$ cat src/rtl/imem_prog_loader.sv
// Loads a big-endian byte stream (2-byte word count, then 4-byte words) into instruction memory from address 0.
// Define IMEM_LOADER_CHECKSUM_EN to require a trailing XOR checksum byte after the payload.
module imem_prog_loader #(
  parameter int ADDR_W = 8,
  parameter int CNT_W  = 16
) (
  input  logic              clk,
  input  logic              rst_n,
  input  logic              start,
  input  logic              in_valid,
  input  logic [7:0]        in_data,
  output logic              in_ready,
  output logic              imem_we,
  output logic [ADDR_W-1:0] imem_addr,
  output logic [31:0]       imem_wdata,
  output logic              cpu_hold,
  output logic              done,
  output logic              error,
  output logic [CNT_W-1:0]  words_loaded
);

  typedef enum logic [2:0] {
    S_IDLE, S_LEN_HI, S_LEN_LO, S_WORD, S_WRITE, S_DONE, S_ERR
`ifdef IMEM_LOADER_CHECKSUM_EN
    , S_CHK
`endif
  } state_t;

`ifdef IMEM_LOADER_CHECKSUM_EN
  localparam state_t S_FINISH = S_CHK;
`else
  localparam state_t S_FINISH = S_DONE;
`endif

  localparam logic [CNT_W:0] MAX_WORDS = (CNT_W+1)'(1) << ADDR_W;

  state_t              state_q, state_d;
  logic [7:0]          len_hi_q;
  logic [CNT_W-1:0]    count_q;
  logic [31:0]         asm_q;
  logic [1:0]          byte_idx_q;
  logic [ADDR_W-1:0]   addr_q;
  logic [CNT_W-1:0]    words_q;
`ifdef IMEM_LOADER_CHECKSUM_EN
  logic [7:0]          chk_q;
`endif

  logic                accept;
  logic                start_ok;
  logic [CNT_W-1:0]    n_full;
  logic [CNT_W-1:0]    words_next;
  logic                last_word;

  // Handshake: a byte moves on a rising edge where in_valid && in_ready; in_ready
  // depends only on state, so the source may hold or drop in_valid at any time.
  assign accept     = in_valid && in_ready;
  assign start_ok   = start && (state_q == S_IDLE || state_q == S_DONE || state_q == S_ERR);
  assign n_full     = CNT_W'({len_hi_q, in_data});
  assign words_next = words_q + CNT_W'(1);
  assign last_word  = (words_next == count_q);

  always_ff @(posedge clk or negedge rst_n) begin
    if (!rst_n) state_q <= S_IDLE;
    else        state_q <= state_d;
  end

  always_comb begin
    state_d  = state_q;
    in_ready = 1'b0;
    imem_we  = 1'b0;
    cpu_hold = 1'b1;
    done     = 1'b0;
    error    = 1'b0;
    case (state_q)
      S_IDLE: begin
        cpu_hold = 1'b0;
        if (start) state_d = S_LEN_HI;
      end
      S_LEN_HI: begin
        in_ready = 1'b1;
        if (accept) state_d = S_LEN_LO;
      end
      S_LEN_LO: begin
        in_ready = 1'b1;
        if (accept) begin
          if (n_full == '0)                      state_d = S_FINISH;
          else if ({1'b0, n_full} > MAX_WORDS)   state_d = S_ERR;
          else                                   state_d = S_WORD;
        end
      end
      S_WORD: begin
        in_ready = 1'b1;
        if (accept && byte_idx_q == 2'd3) state_d = S_WRITE;
      end
      S_WRITE: begin
        imem_we = 1'b1;
        state_d = last_word ? S_FINISH : S_WORD;
      end
      S_DONE: begin
        cpu_hold = 1'b0;
        done     = 1'b1;
        if (start) state_d = S_LEN_HI;
      end
      S_ERR: begin
        error = 1'b1;
        if (start) state_d = S_LEN_HI;
      end
`ifdef IMEM_LOADER_CHECKSUM_EN
      S_CHK: begin
        in_ready = 1'b1;
        if (accept) state_d = (in_data == chk_q) ? S_DONE : S_ERR;
      end
`endif
      default: state_d = S_IDLE;
    endcase
  end

  // Datapath: header capture, big-endian word assembly, address/count advance.
  always_ff @(posedge clk or negedge rst_n) begin
    if (!rst_n) begin
      len_hi_q   <= '0;
      count_q    <= '0;
      asm_q      <= '0;
      byte_idx_q <= '0;
      addr_q     <= '0;
      words_q    <= '0;
`ifdef IMEM_LOADER_CHECKSUM_EN
      chk_q      <= '0;
`endif
    end else if (start_ok) begin
      byte_idx_q <= '0;
      addr_q     <= '0;
      words_q    <= '0;
`ifdef IMEM_LOADER_CHECKSUM_EN
      chk_q      <= '0;
`endif
    end else begin
      case (state_q)
        S_LEN_HI: if (accept) len_hi_q <= in_data;
        S_LEN_LO: if (accept) count_q  <= n_full;
        S_WORD: if (accept) begin
          asm_q      <= {asm_q[23:0], in_data};
          byte_idx_q <= byte_idx_q + 2'd1;
        end
        S_WRITE: begin
          addr_q  <= addr_q + ADDR_W'(1);
          words_q <= words_next;
        end
        default: ;
      endcase
`ifdef IMEM_LOADER_CHECKSUM_EN
      if (accept && state_q != S_CHK) chk_q <= chk_q ^ in_data;
`endif
    end
  end

  assign imem_addr    = addr_q;
  assign imem_wdata   = asm_q;
  assign words_loaded = words_q;

endmodule

$ cat config.mk
export PLATFORM = sky130hd
export DESIGN_NAME = imem_prog_loader
export DESIGN_NICKNAME = d
export VERILOG_FILES = /design/src/rtl/imem_prog_loader.sv
export SDC_FILE = /design/constraint.sdc
export NUM_CORES = 1
export LEC_CHECK = 0
export ABC_AREA = 1
export BUFFER_PORTS_ARGS = -buffer_cell sky130_fd_sc_hd__buf_2
export CORE_MARGIN = 1
export CORE_UTILIZATION = 55
export CTS_CLUSTER_DIAMETER = 120
export DETAILED_ROUTE_END_ITERATION = 7
export PLACE_DENSITY = 0.78
export SYNTH_ARGS = -nofsm -noshare
export SYNTH_HDL_FRONTEND = slang
export SYNTH_SLANG_ARGS = --single-unit
$ cat constraint.sdc
create_clock -name clk -period 2.5 [get_ports clk]
set_clock_uncertainty 0.15 [all_clocks]
set_input_delay 0.375 -clock clk [delete_from_list [all_inputs] [get_ports clk]]
set_output_delay 0.375 -clock clk [all_outputs]
set_load 0.02 [all_outputs]
==> flow_metrics.env, run 1 <==
export IMPL_status="finished, final reports clean"
export IMPL_yosysSeqAreaShare_pct=50.0
export IMPL_gp_congestion=0.908
export IMPL_seqPwrFrac_pct=39.9
export IMPL_clkPwrFrac_pct=20.0
export IMPL_drt_iter0_drc=357
export IMPL_routed_wirelength_um=10200
export IMPL_crit_slowest_cell="dfrtp_1"
export IMPL_syn_area_per_cell_sq_um=7.73
export IMPL_hold_buffers=1
export IMPL_fmax_mhz=454
export IMPL_start_util_pct=57.7
export IMPL_combinationalPowerShare_pct=40.1
export IMPL_yosysUniqueCellTypes=33
export IMPL_coreArea_sq_um=7370
export IMPL_wl_per_cell_um=14.0
export IMPL_layout_min_cycle_time_ps=2200
export IMPL_tns_ps=0
export IMPL_postCtsSetupBuffers=0
export IMPL_h_tree_depth=3
export IMPL_leakage_nw=2.70
export IMPL_die_area_sq_um=8090
export IMPL_cts_buffer_depth=2
export IMPL_clkSinkCount=85
export IMPL_grt_ovfl_total=0
export IMPL_final_nets=641
export IMPL_grt_pass1_wl_um=17500
export IMPL_critPathRequiredTime_ps=1980
export IMPL_synth_fp_nets=565
export IMPL_ys_flop_type="dfrtp_1"
export IMPL_synthesis_area_sq_um=4250
export IMPL_finalMaxSlewViolations=0
export IMPL_worst_pin_slew_ps=458
export IMPL_synth_warnings=0
export IMPL_yosys_register_bits=85
export IMPL_n_antenna_cell=0
export IMPL_drive_gt1_share_pct=17.7
export IMPL_vdd_ir_drop_max_v=0.000670
export IMPL_relSlewSlack_pct=69.5
export IMPL_post_route_period_util_pct=88.1
export IMPL_p_int_w=0.00337
export IMPL_hold_path_class="input pin to flip-flop"
export IMPL_cp_max_fo=11
export IMPL_power_density_nw_per_um2=1180
export IMPL_synth_cells=550
export IMPL_ios=73
export IMPL_arrival_ps=1680
export IMPL_area_growth_pct=17.3
export IMPL_vias=3991
export IMPL_postRouteAntennaNets=0
export IMPL_rows=31
export IMPL_regArea_sq_um=2130
export IMPL_num_fill_cells=628
export IMPL_setup_viol=0
export IMPL_rsz0062_at_grt="false"
export IMPL_critPathKind="flip-flop to output port"
export IMPL_synth_edf_count=0
export IMPL_die_w_um=89.9
export IMPL_ctsRootBufferMaster="clkbuf_8"
export IMPL_place_hpwl_um=7460
export IMPL_drtPass1Iterations=5
export IMPL_post_cts_resized=0
export IMPL_vias_per_cell=5.47
export IMPL_cts_tree="built"
export IMPL_crit_path_max_incr_delay_ps=420
export IMPL_portBuffers=72
export IMPL_fin_util_pct=67.7
export IMPL_hold_viol_final=0
export IMPL_cp_end_kind="output port"
export IMPL_clk_pin_slew_ps=90
export IMPL_antenna_found_initial=0
export IMPL_grt_total_usage_pct=27.2
export IMPL_drv_cap=0
export IMPL_drc=0
export IMPL_start_kind="flip-flop"
export IMPL_path_cells="nor2_1 -> nand2_1 -> inv_1 -> buf_2"
export IMPL_grt_pass1_vias=3822
export IMPL_regToRegSetupSlack_ps=370
export IMPL_cts_buffers_inserted=9
export IMPL_fp_dieH_um=89.9
export IMPL_power_switching_w=0.00254
export IMPL_async_flop_share_pct=100
export IMPL_multi_input_area_sq_um=1800
export IMPL_grt_max_degree=56
export IMPL_insertion_delay_ps=360
export IMPL_switching_share_pct=43.0
[cells in the final DEF, fill, tap and decap left out, drive strengths merged, types with 2 or more instances in the layout]
cell / n
a21oi: 15
a22oi: 3
a31oi: 2
buf: 78
bufinv: 3
clkbuf: 9
clkinv: 3
dfrtp: 85
ha: 3
inv: 71
nand2: 187
nand3: 40
nand3b: 6
nand4: 13
nor2: 42
nor3: 8
nor4: 2
o211ai: 2
o21a: 2
o21ai: 45
o21bai: 3
xnor2: 3
xor2: 2
[cell families after synthesis]
group / count (synthesis) / share of synthesized area (%)
buffers and inverters: 84 / 7.65
AND/OR/NAND/NOR: 298 / 30.6
AO/OA/AOI/OAI: 74 / 9.59
multiplexers: 1 / 0.265
adder cells (fa/ha/maj): 3 / 0.882
flip-flops: 85 / 50.0
XOR/XNOR: 5 / 1.03
[area by class of cell]
class	instances	area share (%)
clock buffer	9	2.48
inverter	70	5.26
sequential	85	42.6
multi-input combinational	381	36.1
tap	99	2.48
timing repair buffer	79	8.62
clock inverter	7	2.43
[worst max-delay path, delay by kind of cell (launching register included)]
| family | cells | cell delay (ps) |
|---|---|---|
| flip-flops | 1 | 420 |
| buffers and inverters | 2 | 620 |
| AND/OR/NAND/NOR | 2 | 290 |
[metrics by stage]
step	cells	total power [W]	instance area [sq um]	worst slack [ps]	hold WS [ps]
floorplan	550	0.00394	4250	446	-70.6
global placement	713	0.00463	4740	518	182
detailed placement	713	0.00473	4740	416	193
CTS	730	0.00593	4990	294	184
global route	730	0.00634	4990	164	201
finish	730	0.00591	4990	298	191
[per-layer routing]
| layer | vias to the layer above | track usage (%) | wire (um) |
|---|---|---|---|
| li1 | 1916 | - | - |
| met1 | 1880 | 35.3 | 4410 |
| met2 | 173 | 45.3 | 4890 |
| met3 | 22 | 5.25 | 722 |
| met4 | 0 | 10.9 | 201 |
| met5 | - | 0 | 0 |
[state kept, by name, summed over array words and instances (netlist names)]
signal        cells
imem_addr         8
count_q          16
len_hi_q          8
state_q           3
imem_wdata       32
words_loaded     16
byte_idx_q        2
[path summary, 6_finish.rpt]
check	start	end	depth (start not counted)
worst max register to register	words_loaded[0]$_DFFE_PN0P_	state_q[1]$_DFFE_PN0P_	15
worst min-delay path	in_data[7]	imem_wdata[7]$_DFFE_PN0P_	3
worst max-delay path	state_q[0]$_DFFE_PN0P_	imem_we	4
min in group asynchronous	rst_n	words_loaded[13]$_DFFE_PN0P_	2
max in group asynchronous	rst_n	imem_wdata[16]$_DFFE_PN0P_	3
worst min register to register	imem_wdata[26]$_DFFE_PN0P_	imem_wdata[26]$_DFFE_PN0P_	2
[cells in the mapped netlist (3+ instances only)]
library cell | number | area, sq um
a21oi_1 | 15 | 75.1
a22oi_1 | 3 | 22.5
clkbuf_1 | 10 | 37.5
dfrtp_1 | 85 | 2130
ha_1 | 3 | 37.5
inv_1 | 66 | 248
inv_2 | 3 | 11.3
nand2_1 | 182 | 683
nand2_2 | 4 | 25.0
nand3_1 | 40 | 200
nand3b_1 | 6 | 45.0
nand4_1 | 13 | 81.3
nor2_1 | 34 | 128
nor2_2 | 3 | 18.8
nor2_4 | 5 | 56.3
nor3_1 | 8 | 40.0
o21ai_0 | 45 | 225
xnor2_1 | 3 | 26.3
[power by group through the flow]
stage | registers [W] | logic [W] | clock network, W
after floorplan | 0.00263 | 0.00131 | 0
after detailed placement | 0.00237 | 0.00236 | 0
after global placement | 0.00234 | 0.00229 | 0
after CTS | 0.00235 | 0.00237 | 0.00120
after global routing | 0.00243 | 0.00266 | 0.00126
final | 0.00236 | 0.00237 | 0.00118
Power figures use the tool's default switching activity.
==> run 2, diff against run 1 <==
Clock period 2.5 ns to 2.2 ns, I/O delays scaled along.
==> run 2 against run 1 <==
Net effect:
- non-clock buffer count increased by 4
- largest cell class unchanged
- setup slack got worse by 180 ps
- sequential power increased by 14%
- global-route usage decreased by 0.32 points
- sequential share of layout area decreased by 0.48 points
- total power increased by 14%
- highest routed layer unchanged
- die area unchanged
- critical path type is now flip-flop to flip-flop
- via count decreased by 1.1%
- critical path depth increased by 10
- cell area increased by 1.2%
==> flow_metrics.env, run 2 (same netlist as run 1, synthesis figures left out) <==
export IMPL_status="finished, final reports clean"
export IMPL_start_util_pct=57.7
export IMPL_clkSinkCount=85
export IMPL_rows=31
export IMPL_tns_ps=0
export IMPL_clk_pin_slew_ps=90
export IMPL_power_density_nw_per_um2=1330
export IMPL_antenna_found_initial=0
export IMPL_vias=3947
export IMPL_vdd_ir_drop_max_v=0.000965
export IMPL_critPathRequiredTime_ps=2290
export IMPL_cp_end_kind="flip-flop"
export IMPL_grt_max_degree=50
export IMPL_cts_buffer_depth=2
export IMPL_arrival_ps=2170
export IMPL_grt_pass1_vias=3768
export IMPL_post_route_period_util_pct=94.6
export IMPL_hold_end="count_q[7]$_DFFE_PN0P_"
export IMPL_reg2reg_depth=14
export IMPL_cp_max_fo=7
export IMPL_h_tree_depth=3
export IMPL_drtPass1Iterations=5
export IMPL_drt_iter0_drc=322
export IMPL_hold_viol_final=0
export IMPL_insertion_delay_ps=340
export IMPL_largest_reg_flops=32
export IMPL_regToRegStartpoint="words_loaded[1]$_DFFE_PN0P_"
export IMPL_fp_dieH_um=89.9
export IMPL_whs_path_depth=3
export IMPL_coreArea_sq_um=7370
export IMPL_die_w_um=89.9
export IMPL_worst_pin_slew_ps=632
export IMPL_regToRegSetupSlack_ps=120
export IMPL_fmax_mhz=481
export IMPL_place_hpwl_um=7570
export IMPL_area_growth_pct=18.7
export IMPL_postRouteAntennaNets=0
export IMPL_drc=0
export IMPL_ctsRootBufferMaster="clkbuf_8"
export IMPL_start_kind="flip-flop"
export IMPL_cts_tree="built"
export IMPL_wl_per_cell_um=14.1
export IMPL_final_nets=645
export IMPL_grt_pass1_wl_um=17400
export IMPL_n_antenna_cell=0
export IMPL_dp_cells=715
export IMPL_portBuffers=72
export IMPL_min_delay_start="in_data[7]"
export IMPL_finalMaxSlewViolations=0
export IMPL_ios=73
export IMPL_hold_path_class="input pin to flip-flop"
export IMPL_drive_gt1_share_pct=19.5
export IMPL_layout_min_cycle_time_ps=2080
export IMPL_setup_viol=0
export IMPL_final_cell_mix="180 x nand2_1, 84 x dfrtp_1, 71 x buf_2"
export IMPL_vias_per_cell=5.38
export IMPL_leakage_nw=2.71
export IMPL_dpl_worst_slack_ps=123
export IMPL_final_common_cell="nand2_1"
export IMPL_worst_slack_ps=120
export IMPL_gp_congestion=0.895
export IMPL_timing_rr_end="state_q[1]$_DFFE_PN0P_"
export IMPL_drv_cap=0
export IMPL_instances_no_fill=734
export IMPL_rsz0062_at_grt="true"
export IMPL_grt_total_usage_pct=26.9
export IMPL_relSlewSlack_pct=57.9
export IMPL_grt_ovfl_total=0
export IMPL_die_area_sq_um=8090
export IMPL_routed_wirelength_um=10400
export IMPL_critPathKind="flip-flop to flip-flop"
export IMPL_cts_buffers_inserted=9
## run 2: cell types whose count changed in the layout (fill, tap and decap cells not counted), moves of 2 or more
cell | before | now
nand2_2 | 4 | 6
buf_4 | 6 | 9
nor2_4 | 5 | 7
nor2_1 | 34 | 32
nand2_1 | 182 | 180
## run 2: what timing repair did
| action | 4_1_cts | 5_1_grt |
|---|---|---|
| hold endpoints to repair | 47 | 0 |
| hold buffers | 1 | 0 |
| endpoints found under the setup margin | 1 | 6 |
| cloned | 0 | 0 |
| buffers inserted | 0 | 2 |
| gates resized for setup | 1 | 11 |
| pin swaps | 0 | 3 |
## run 2: worst max-delay path by stage
stage	slack [ps]	start	endpoint
floorplan	150	state_q[0]$_DFFE_PN0P_	words_loaded[9]$_DFFE_PN0P_
global placement	230	words_loaded[0]$_DFFE_PN0P_	state_q[1]$_DFFE_PN0P_
detailed placement	120	state_q[0]$_DFFE_PN0P_	words_loaded[0]$_DFFE_PN0P_
CTS	70	state_q[0]$_DFFE_PN0P_	imem_we
global route	-50	words_loaded[1]$_DFFE_PN0P_	state_q[1]$_DFFE_PN0P_
finish	120	words_loaded[1]$_DFFE_PN0P_	state_q[1]$_DFFE_PN0P_
## run 2: routing by layer
layer / GRT usage [%] / vias to the layer above / wire length (um)
met5: 0 / - / 0
met4: 8.74 / 0 / 139
met3: 4.74 / 13 / 698
met2: 44.1 / 149 / 5000
met1: 36.6 / 1864 / 4540
li1: - / 1921 / -
## run 2: report_power, final
group / leakage [nW] / internal, W / switching [W]
logic: 1.49 / 0.000970 / 0.00181
registers: 1.10 / 0.00215 / 0.000534
clock network: 0.119 / 0.000683 / 0.000586
total: 2.71 / 0.00380 / 0.00293
## run 2: cell type report
class,instances,area [sq um]
Fill cell,630,2320
Sequential cell,85,2130
Multi-Input combinational cell,381,1830
Timing Repair Buffer,83,473
Inverter,70,265
Clock buffer,10,138
Tap cell,99,124
Clock inverter,6,93.8
## run 2: metrics by stage
| stage | power (W) | utilization [%] | hold WS, ps | area (sq um) |
|---|---|---|---|---|
| 3_3_place_gp | 0.00528 | 64.6 | 240 | 4760 |
| 6_report | 0.00673 | 68.5 | 159 | 5050 |
| 5_1_grt | 0.00722 | 68.5 | 169 | 5050 |
| 2_1_floorplan | 0.00448 | - | -116 | 4250 |
| 4_1_cts | 0.00668 | 67.9 | 148 | 5000 |
| 3_5_place_dp | 0.00540 | 64.6 | 245 | 4760 |
## run 2: worst max-delay path, cell delays in order (launching register included)
cell,delay [ps]
dfrtp_1,430
ha_2,240
nand2_2,90
nor2_4,180
nand2_1,70
nand2_1,80
nand2_1,90
nand2_1,70
nand4_1,130
nor2_2,130
nand3_1,90
nand2_1,60
nand2_1,50
nand2_1,60
nand2_1,50
